## src/rtl/dmem_access_arbiter_pkg.sv

```systemverilog
// Shared encodings and helpers for the data-memory access arbiter.
// load_extend is also usable by the CPU writeback stage.
package dmem_access_arbiter_pkg;

    localparam logic [1:0] SZ_BYTE = 2'd0;
    localparam logic [1:0] SZ_HALF = 2'd1;
    localparam logic [1:0] SZ_WORD = 2'd2;
    localparam logic [1:0] SZ_ILL  = 2'd3;

    typedef enum logic [1:0] {
        ST_IDLE   = 2'd0,
        ST_ACCESS = 2'd1,
        ST_RESP   = 2'd2
    } state_e;

    // Illegal size, or a halfword/word that is not naturally aligned.
    function automatic logic access_err(input logic [1:0] size, input logic [1:0] addr_lo);
        return (size == SZ_ILL)
            || ((size == SZ_HALF) && addr_lo[0])
            || ((size == SZ_WORD) && (addr_lo != 2'b00));
    endfunction

    // Index of the final byte beat (number of bytes minus one).
    function automatic logic [1:0] last_beat(input logic [1:0] size);
        logic [1:0] last;
        case (size)
            SZ_HALF: last = 2'd1;
            SZ_WORD: last = 2'd3;
            default: last = 2'd0;
        endcase
        return last;
    endfunction

    function automatic logic [31:0] load_extend(input logic [31:0] data, input logic [1:0] size,
                                                input logic sgn);
        logic [31:0] res;
        case (size)
            SZ_BYTE: res = {{24{sgn & data[7]}}, data[7:0]};
            SZ_HALF: res = {{16{sgn & data[15]}}, data[15:0]};
            default: res = data;
        endcase
        return res;
    endfunction

endpackage

```

## src/rtl/dmem_access_arbiter_rr.sv

```systemverilog
// Two-way round-robin grant: ready goes only to the granted valid port while
// the datapath is idle; last_grant remembers the winner of the last handshake.
module dmem_rr_arbiter (
    input  logic clk,
    input  logic rst,
    input  logic idle,
    input  logic valid0,
    input  logic valid1,
    output logic ready0,
    output logic ready1
);

    logic last_grant;
    logic grant;

    // Contention goes to the port that did not win last time.
    assign grant  = (valid0 && valid1) ? ~last_grant : valid1;
    assign ready0 = rst && idle && valid0 && !grant;
    assign ready1 = rst && idle && valid1 && grant;

    always_ff @(posedge clk or negedge rst) begin
        if (!rst) begin
            last_grant <= 1'b1;
        end else if (ready0) begin
            last_grant <= 1'b0;
        end else if (ready1) begin
            last_grant <= 1'b1;
        end
    end

endmodule

```

## src/rtl/dmem_access_arbiter.sv

```systemverilog
// Arbitrates two load/store ports onto a byte-wide memory, sequencing each
// access one byte per cycle MSB-first and returning one response per request.
module dmem_access_arbiter
    import dmem_access_arbiter_pkg::*;
#(
    parameter int ADDR_W = 8
) (
    input  logic              clk,
    input  logic              rst,
    input  logic              req0_valid,
    output logic              req0_ready,
    input  logic              req0_write,
    input  logic [1:0]        req0_size,
    input  logic              req0_signed,
    input  logic [31:0]       req0_addr,
    input  logic [31:0]       req0_wdata,
    output logic              rsp0_valid,
    output logic [31:0]       rsp0_rdata,
    output logic              rsp0_err,
    input  logic              req1_valid,
    output logic              req1_ready,
    input  logic              req1_write,
    input  logic [1:0]        req1_size,
    input  logic              req1_signed,
    input  logic [31:0]       req1_addr,
    input  logic [31:0]       req1_wdata,
    output logic              rsp1_valid,
    output logic [31:0]       rsp1_rdata,
    output logic              rsp1_err,
    output logic [ADDR_W-1:0] mem_addr,
    output logic [7:0]        mem_wdata,
    output logic              mem_we,
    output logic              mem_re,
    input  logic [7:0]        mem_rdata
);

    state_e              state, state_next;
    logic                accept;
    logic                sel_write, sel_signed, sel_err;
    logic [1:0]          sel_size;
    logic [31:0]         sel_addr, sel_wdata;
    logic                unused_addr_bits;

    logic                port_q, write_q, sgn_q, err_q;
    logic [1:0]          size_q, beat_q;
    logic [ADDR_W-1:0]   base_q, addr_hold;
    logic [31:0]         wdata_q, acc_q;
    logic [7:0]          wdata_hold;

    logic                in_access, in_resp;
    logic [1:0]          last, shift;
    logic [ADDR_W-1:0]   beat_addr;
    logic [7:0]          beat_wdata;
    logic [31:0]         rsp_rdata;

    dmem_rr_arbiter u_arb (
        .clk    (clk),
        .rst    (rst),
        .idle   (state == ST_IDLE),
        .valid0 (req0_valid),
        .valid1 (req1_valid),
        .ready0 (req0_ready),
        .ready1 (req1_ready)
    );

    assign accept = req0_ready | req1_ready;

    always_comb begin
        sel_write  = req1_ready ? req1_write  : req0_write;
        sel_size   = req1_ready ? req1_size   : req0_size;
        sel_signed = req1_ready ? req1_signed : req0_signed;
        sel_addr   = req1_ready ? req1_addr   : req0_addr;
        sel_wdata  = req1_ready ? req1_wdata  : req0_wdata;
    end

    assign sel_err          = access_err(sel_size, sel_addr[1:0]);
    assign unused_addr_bits = ^sel_addr[31:ADDR_W];

    assign in_access  = (state == ST_ACCESS);
    assign in_resp    = (state == ST_RESP);
    assign last       = last_beat(size_q);
    assign shift      = last - beat_q;
    assign beat_addr  = base_q + ADDR_W'(beat_q);
    assign beat_wdata = wdata_q[{shift, 3'b000} +: 8];

    // NOTE: combinational blocks assign every output a default first, so no latch is inferred.
    always_comb begin
        state_next = state;
        case (state)
            ST_IDLE:   if (accept) state_next = sel_err ? ST_RESP : ST_ACCESS;
            ST_ACCESS: if (beat_q == last) state_next = ST_RESP;
            ST_RESP:   state_next = ST_IDLE;
            default:   state_next = ST_IDLE;
        endcase
    end

    // NOTE: sequential state uses non-blocking assignments so every register samples pre-edge values.
    always_ff @(posedge clk or negedge rst) begin
        if (!rst) begin
            state      <= ST_IDLE;
            port_q     <= 1'b0;
            write_q    <= 1'b0;
            size_q     <= SZ_BYTE;
            sgn_q      <= 1'b0;
            err_q      <= 1'b0;
            base_q     <= '0;
            wdata_q    <= '0;
            beat_q     <= '0;
            acc_q      <= '0;
            addr_hold  <= '0;
            wdata_hold <= '0;
        end else begin
            state <= state_next;
            if (accept) begin
                port_q  <= req1_ready;
                write_q <= sel_write;
                size_q  <= sel_size;
                sgn_q   <= sel_signed;
                err_q   <= sel_err;
                base_q  <= sel_addr[ADDR_W-1:0];
                wdata_q <= sel_wdata;
                beat_q  <= '0;
                acc_q   <= '0;
            end else if (in_access) begin
                beat_q     <= beat_q + 2'd1;
                addr_hold  <= beat_addr;
                wdata_hold <= beat_wdata;
                if (!write_q) acc_q <= {acc_q[23:0], mem_rdata};
            end
        end
    end

    // Address and data hold their last driven beat outside ACCESS.
    assign mem_addr  = in_access ? beat_addr  : addr_hold;
    assign mem_wdata = in_access ? beat_wdata : wdata_hold;
    assign mem_we    = in_access && write_q;
    assign mem_re    = in_access && !write_q;

    assign rsp_rdata  = (in_resp && !write_q && !err_q) ? load_extend(acc_q, size_q, sgn_q) : '0;
    assign rsp0_valid = in_resp && !port_q;
    assign rsp1_valid = in_resp && port_q;
    assign rsp0_rdata = port_q ? '0 : rsp_rdata;
    assign rsp1_rdata = port_q ? rsp_rdata : '0;
    assign rsp0_err   = rsp0_valid && err_q;
    assign rsp1_err   = rsp1_valid && err_q;

endmodule

```

## config.mk

```make
export PLATFORM = sky130hd
export DESIGN_NAME = dmem_access_arbiter
export DESIGN_NICKNAME = d
export VERILOG_FILES = /design/src/rtl/dmem_access_arbiter_pkg.sv /design/src/rtl/dmem_access_arbiter_rr.sv /design/src/rtl/dmem_access_arbiter.sv
export SDC_FILE = /design/constraint.sdc
export NUM_CORES = 1
export LEC_CHECK = 0
export CAP_MARGIN = 20
export CORE_MARGIN = 4
export CORE_UTILIZATION = 40
export CTS_BUF_LIST = sky130_fd_sc_hd__clkbuf_8
export DETAILED_ROUTE_END_ITERATION = 8
export PLACE_DENSITY = 0.88
export SETUP_SLACK_MARGIN = 0.3
export SKIP_LAST_GASP = 1
export SLEW_MARGIN = 5
export SYNTH_ARGS = -nofsm -noshare
export SYNTH_HDL_FRONTEND = slang
export SYNTH_SLANG_ARGS = --single-unit
```

## constraint.sdc

```tcl
create_clock -name clk -period 3.7 [get_ports clk]
set_input_delay 0.555 -clock clk [delete_from_list [all_inputs] [get_ports clk]]
set_output_delay 0.555 -clock clk [all_outputs]
set_load 0.05 [all_outputs]
```

==> out/metrics.yaml <==
worstRegToRegCells: 7
syn_inst: 624
vias: 4921
async_reset_ff_share_pct: 100
tightestPinTransition_ns: 0.851
die_width_um: 123
p_seq_share_pct: 30.9
synth-main-ff-cell: "dfrtp_1"
remaining_drc_errors: 0
place.gp.congestion: 0.781
viasPerCell: 5.05
clk_pin_slew_worst_paths_ns: 0.10
internal-power_w: 0.00332
path_cells: "inv_1 > ha_1 > xnor2_4 > xor2_4 > buf_6 > mux4_1 > mux2_2 > buf_4"
clock_sinks: 99
p_clk_share_pct: 12.9
max_stage_delay_ns: 0.56
combPwrFrac_pct: 56.2
p_leak_nw: 3.44
crit_family: "multiplexers"
critical_path_required_ns: 3.14
reg2reg_setup_slack_ns: 1.34
h-tree-depth: 3
critPathSlowestCell: "mux4_1"
syn_nets: 779
cts_tree: "yes"
switchingPower_w: 0.00270
io_buffer_count: 187
clk_path_buf_depth: 2
path_buf_inv: 3
postSynthAreaPerCell_um2: 8.45
antenna_left: 0
p_per_area_nw_per_um2: 774
synth_area_um2: 5270
first_pass_iters: 4
peakVddDrop_uv: 345
ys_types: 40
synth-edff-count: 0
synthTopCellsByArea: "dfrtp_1 47%, nand2_1 12%, nor2_1 7.3%"
timing.hold.ws_ns: 0.108
maxSlewHeadroom_pct: 43.3
hold_viol: 0
setup.worst_path.class: "reg -> out"
status: "complete, no violations"
area_growth_pct: 47.4
total_power_w: 0.00601
finalWirelength_um: 14600
tns_ns: 0
r2r_start: "size_q[0]"
start_util_pct: 41.3
cts-buffers-inserted: 9
yosysMostFrequentCell: "nand2_1"
die_h_um: 123
yosys.area.top_type_share_pct: 46.5
grt-ovfl-total: 0
cp_max_fo: 4
setup_viol: 0
dp_hpwl_um: 10900
clock_latency_ns: 0.37
grt_max_degree: 68
layout-drive-gt1-share_pct: 12.8
skew_ns: 0.00778
diodes: 0
maxCapViolations: 0
final.period_utilization_pct: 91.4
first_iter_violations: 217
cts_root_buffer: "clkbuf_8"
worstSetupStartpoint: "size_q[0]"
drv_slew: 0
placed_cells: 952
drt-wirelength-per-cell_um: 15.0
fill_cells: 1048
die-area_um2: 15100
num_rows: 41
yosysTopAreaCell: "dfrtp_1"
yosys_register_bits: 99
rsz0062_at_grt: "true"
grt_pass1_vias: 4783
grt_pass1_wl_um: 22700
ios: 236
grt_antenna_before_repair: 0
cp.arrival_ns: 2.83
start_kind: "register"
hold_buffers: 0
holdCritPathClass: "in -> async"
timing.fmax_ghz: 0.296
endpoint_kind: "output port"
ys_seq_area_share_pct: 47.0
design.core.area_um2: 12800
yosys_warnings: 0
nNetsFinal: 952
r2r-end: "wdata_hold[1]"
switching_share_pct: 44.8
synth_commonest_cells: "164 x nand2_1, 102 x nor2_1, 98 x dfrtp_1"
instances_no_fill: 974
period_minus_slack_ns: 3.38
grtUsageTotal_pct: 19.1
## worst reg2reg max path, stage by stage (launching register included)
cell and delay (ns):
dfrtp_1 0.40, inv_1 0.08, ha_1 0.27, xnor2_4 0.27, xor2_4 0.26, buf_6 0.14
mux4_1 0.56, mux2_2 0.28
## logic make-up (layout without fill, tap and decap cells)
| kind of cell | Yosys count | in the layout | share of synthesized area (%) |
|---|---|---|---|
| XOR/XNOR | 10 | 10 | 2.16 |
| flip-flops | 99 | 99 | 47.0 |
| buffers and inverters | 54 | 232 | 3.96 |
| multiplexers | 39 | 39 | 9.71 |
| adder cells (fa/ha/maj) | 7 | 7 | 1.80 |
| AND/OR/NAND/NOR | 302 | 302 | 23.4 |
| AO/OA/AOI/OAI | 113 | 113 | 12.0 |
## power by group through the flow
| stage | registers (W) | clock network (W) | logic (W) |
|---|---|---|---|
| after floorplan | 0.00176 | 0 | 0.00232 |
| after global placement | 0.00185 | 0 | 0.00315 |
| after detailed placement | 0.00188 | 0 | 0.00321 |
| after CTS | 0.00186 | 0.000786 | 0.00327 |
| after global routing | 0.00192 | 0.000823 | 0.00368 |
| final | 0.00186 | 0.000773 | 0.00338 |
## sequential cells by signal (all words and copies together) (netlist names)
signal,flops
beat_q,2
err_q,1
write_q,1
wdata_q,32
base_q,8
port_q,1
u_arb.last_grant,1
wdata_hold,8
size_q,2
sgn_q,1
acc_q,32
state,2
addr_hold,8
## layout by cell type, fill, tap and decap left out, drive strengths merged, types with 2 or more instances in the layout
master,netlist,routed
nand2,164,164
clkdlybuf4s50,0,132
nor2,102,102
dfrtp,98,98
buf,8,55
a21oi,40,40
a31oi,34,34
o21ai,29,29
mux2i,17,17
and3,17,17
mux2,15,15
dlygate4sd2,0,15
inv,10,12
clkbuf,36,10
mux4,7,7
ha,6,6
xnor2,5,5
xor2,5,5
nand2b,4,4
and2,4,4
o22ai,3,3
o21a,3,3
nand3,3,3
nand4,2,2
bufinv,0,2
clkinvlp,0,2
dlymetal6s2s,0,2
nor3b,2,2
## per-layer routing
metal | track usage [%] | wire length (um) | up-vias
li1 | - | - | 2422
met1 | 22.9 | 5940 | 2294
met2 | 32.1 | 7000 | 180
met3 | 6.64 | 1400 | 25
met4 | 6.65 | 306 | 0
met5 | 0 | 0 | -
## how the worst max path moves through the flow
| stage | to | slack, ns | cells after the start |
|---|---|---|---|
| finish | mem_wdata[1] | 0.32 | 8 |
| detailed placement | mem_wdata[6] | 0.40 | 8 |
| global placement | mem_wdata[6] | 0.47 | 8 |
| floorplan | mem_addr[7] | 0.64 | 5 |
| CTS | mem_wdata[1] | 0.24 | 8 |
| global route | mem_wdata[1] | 0.19 | 8 |
## area by class of cell
class,instances,area (um^2),share of cell area (%)
Multi-Input combinational cell,471,2610,33.6
Sequential cell,99,2480,31.9
Clock inverter,7,92.6,1.19
Tap cell,172,215,2.77
Inverter,10,37.5,0.483
Clock buffer,9,124,1.59
Timing Repair Buffer,206,2210,28.4
## metrics by stage
stage                     setup WS, ns  utilization [%]  instance area, um^2
after CTS                        0.235             60.2                 7690
final                            0.319             60.8                 7770
after floorplan                  0.642                -                 5270
after global placement           0.469             58.5                 7470
after detailed placement         0.399             58.5                 7470
after global routing             0.191             60.8                 7770
## what timing repair did
action,in CTS,in global routing
pin swaps,1,2
gates cloned,0,0
buffers inserted,3,3
resized for setup,18,17
setup endpoints to repair,24,28
Note: power is estimated with default switching activity, not from simulation.
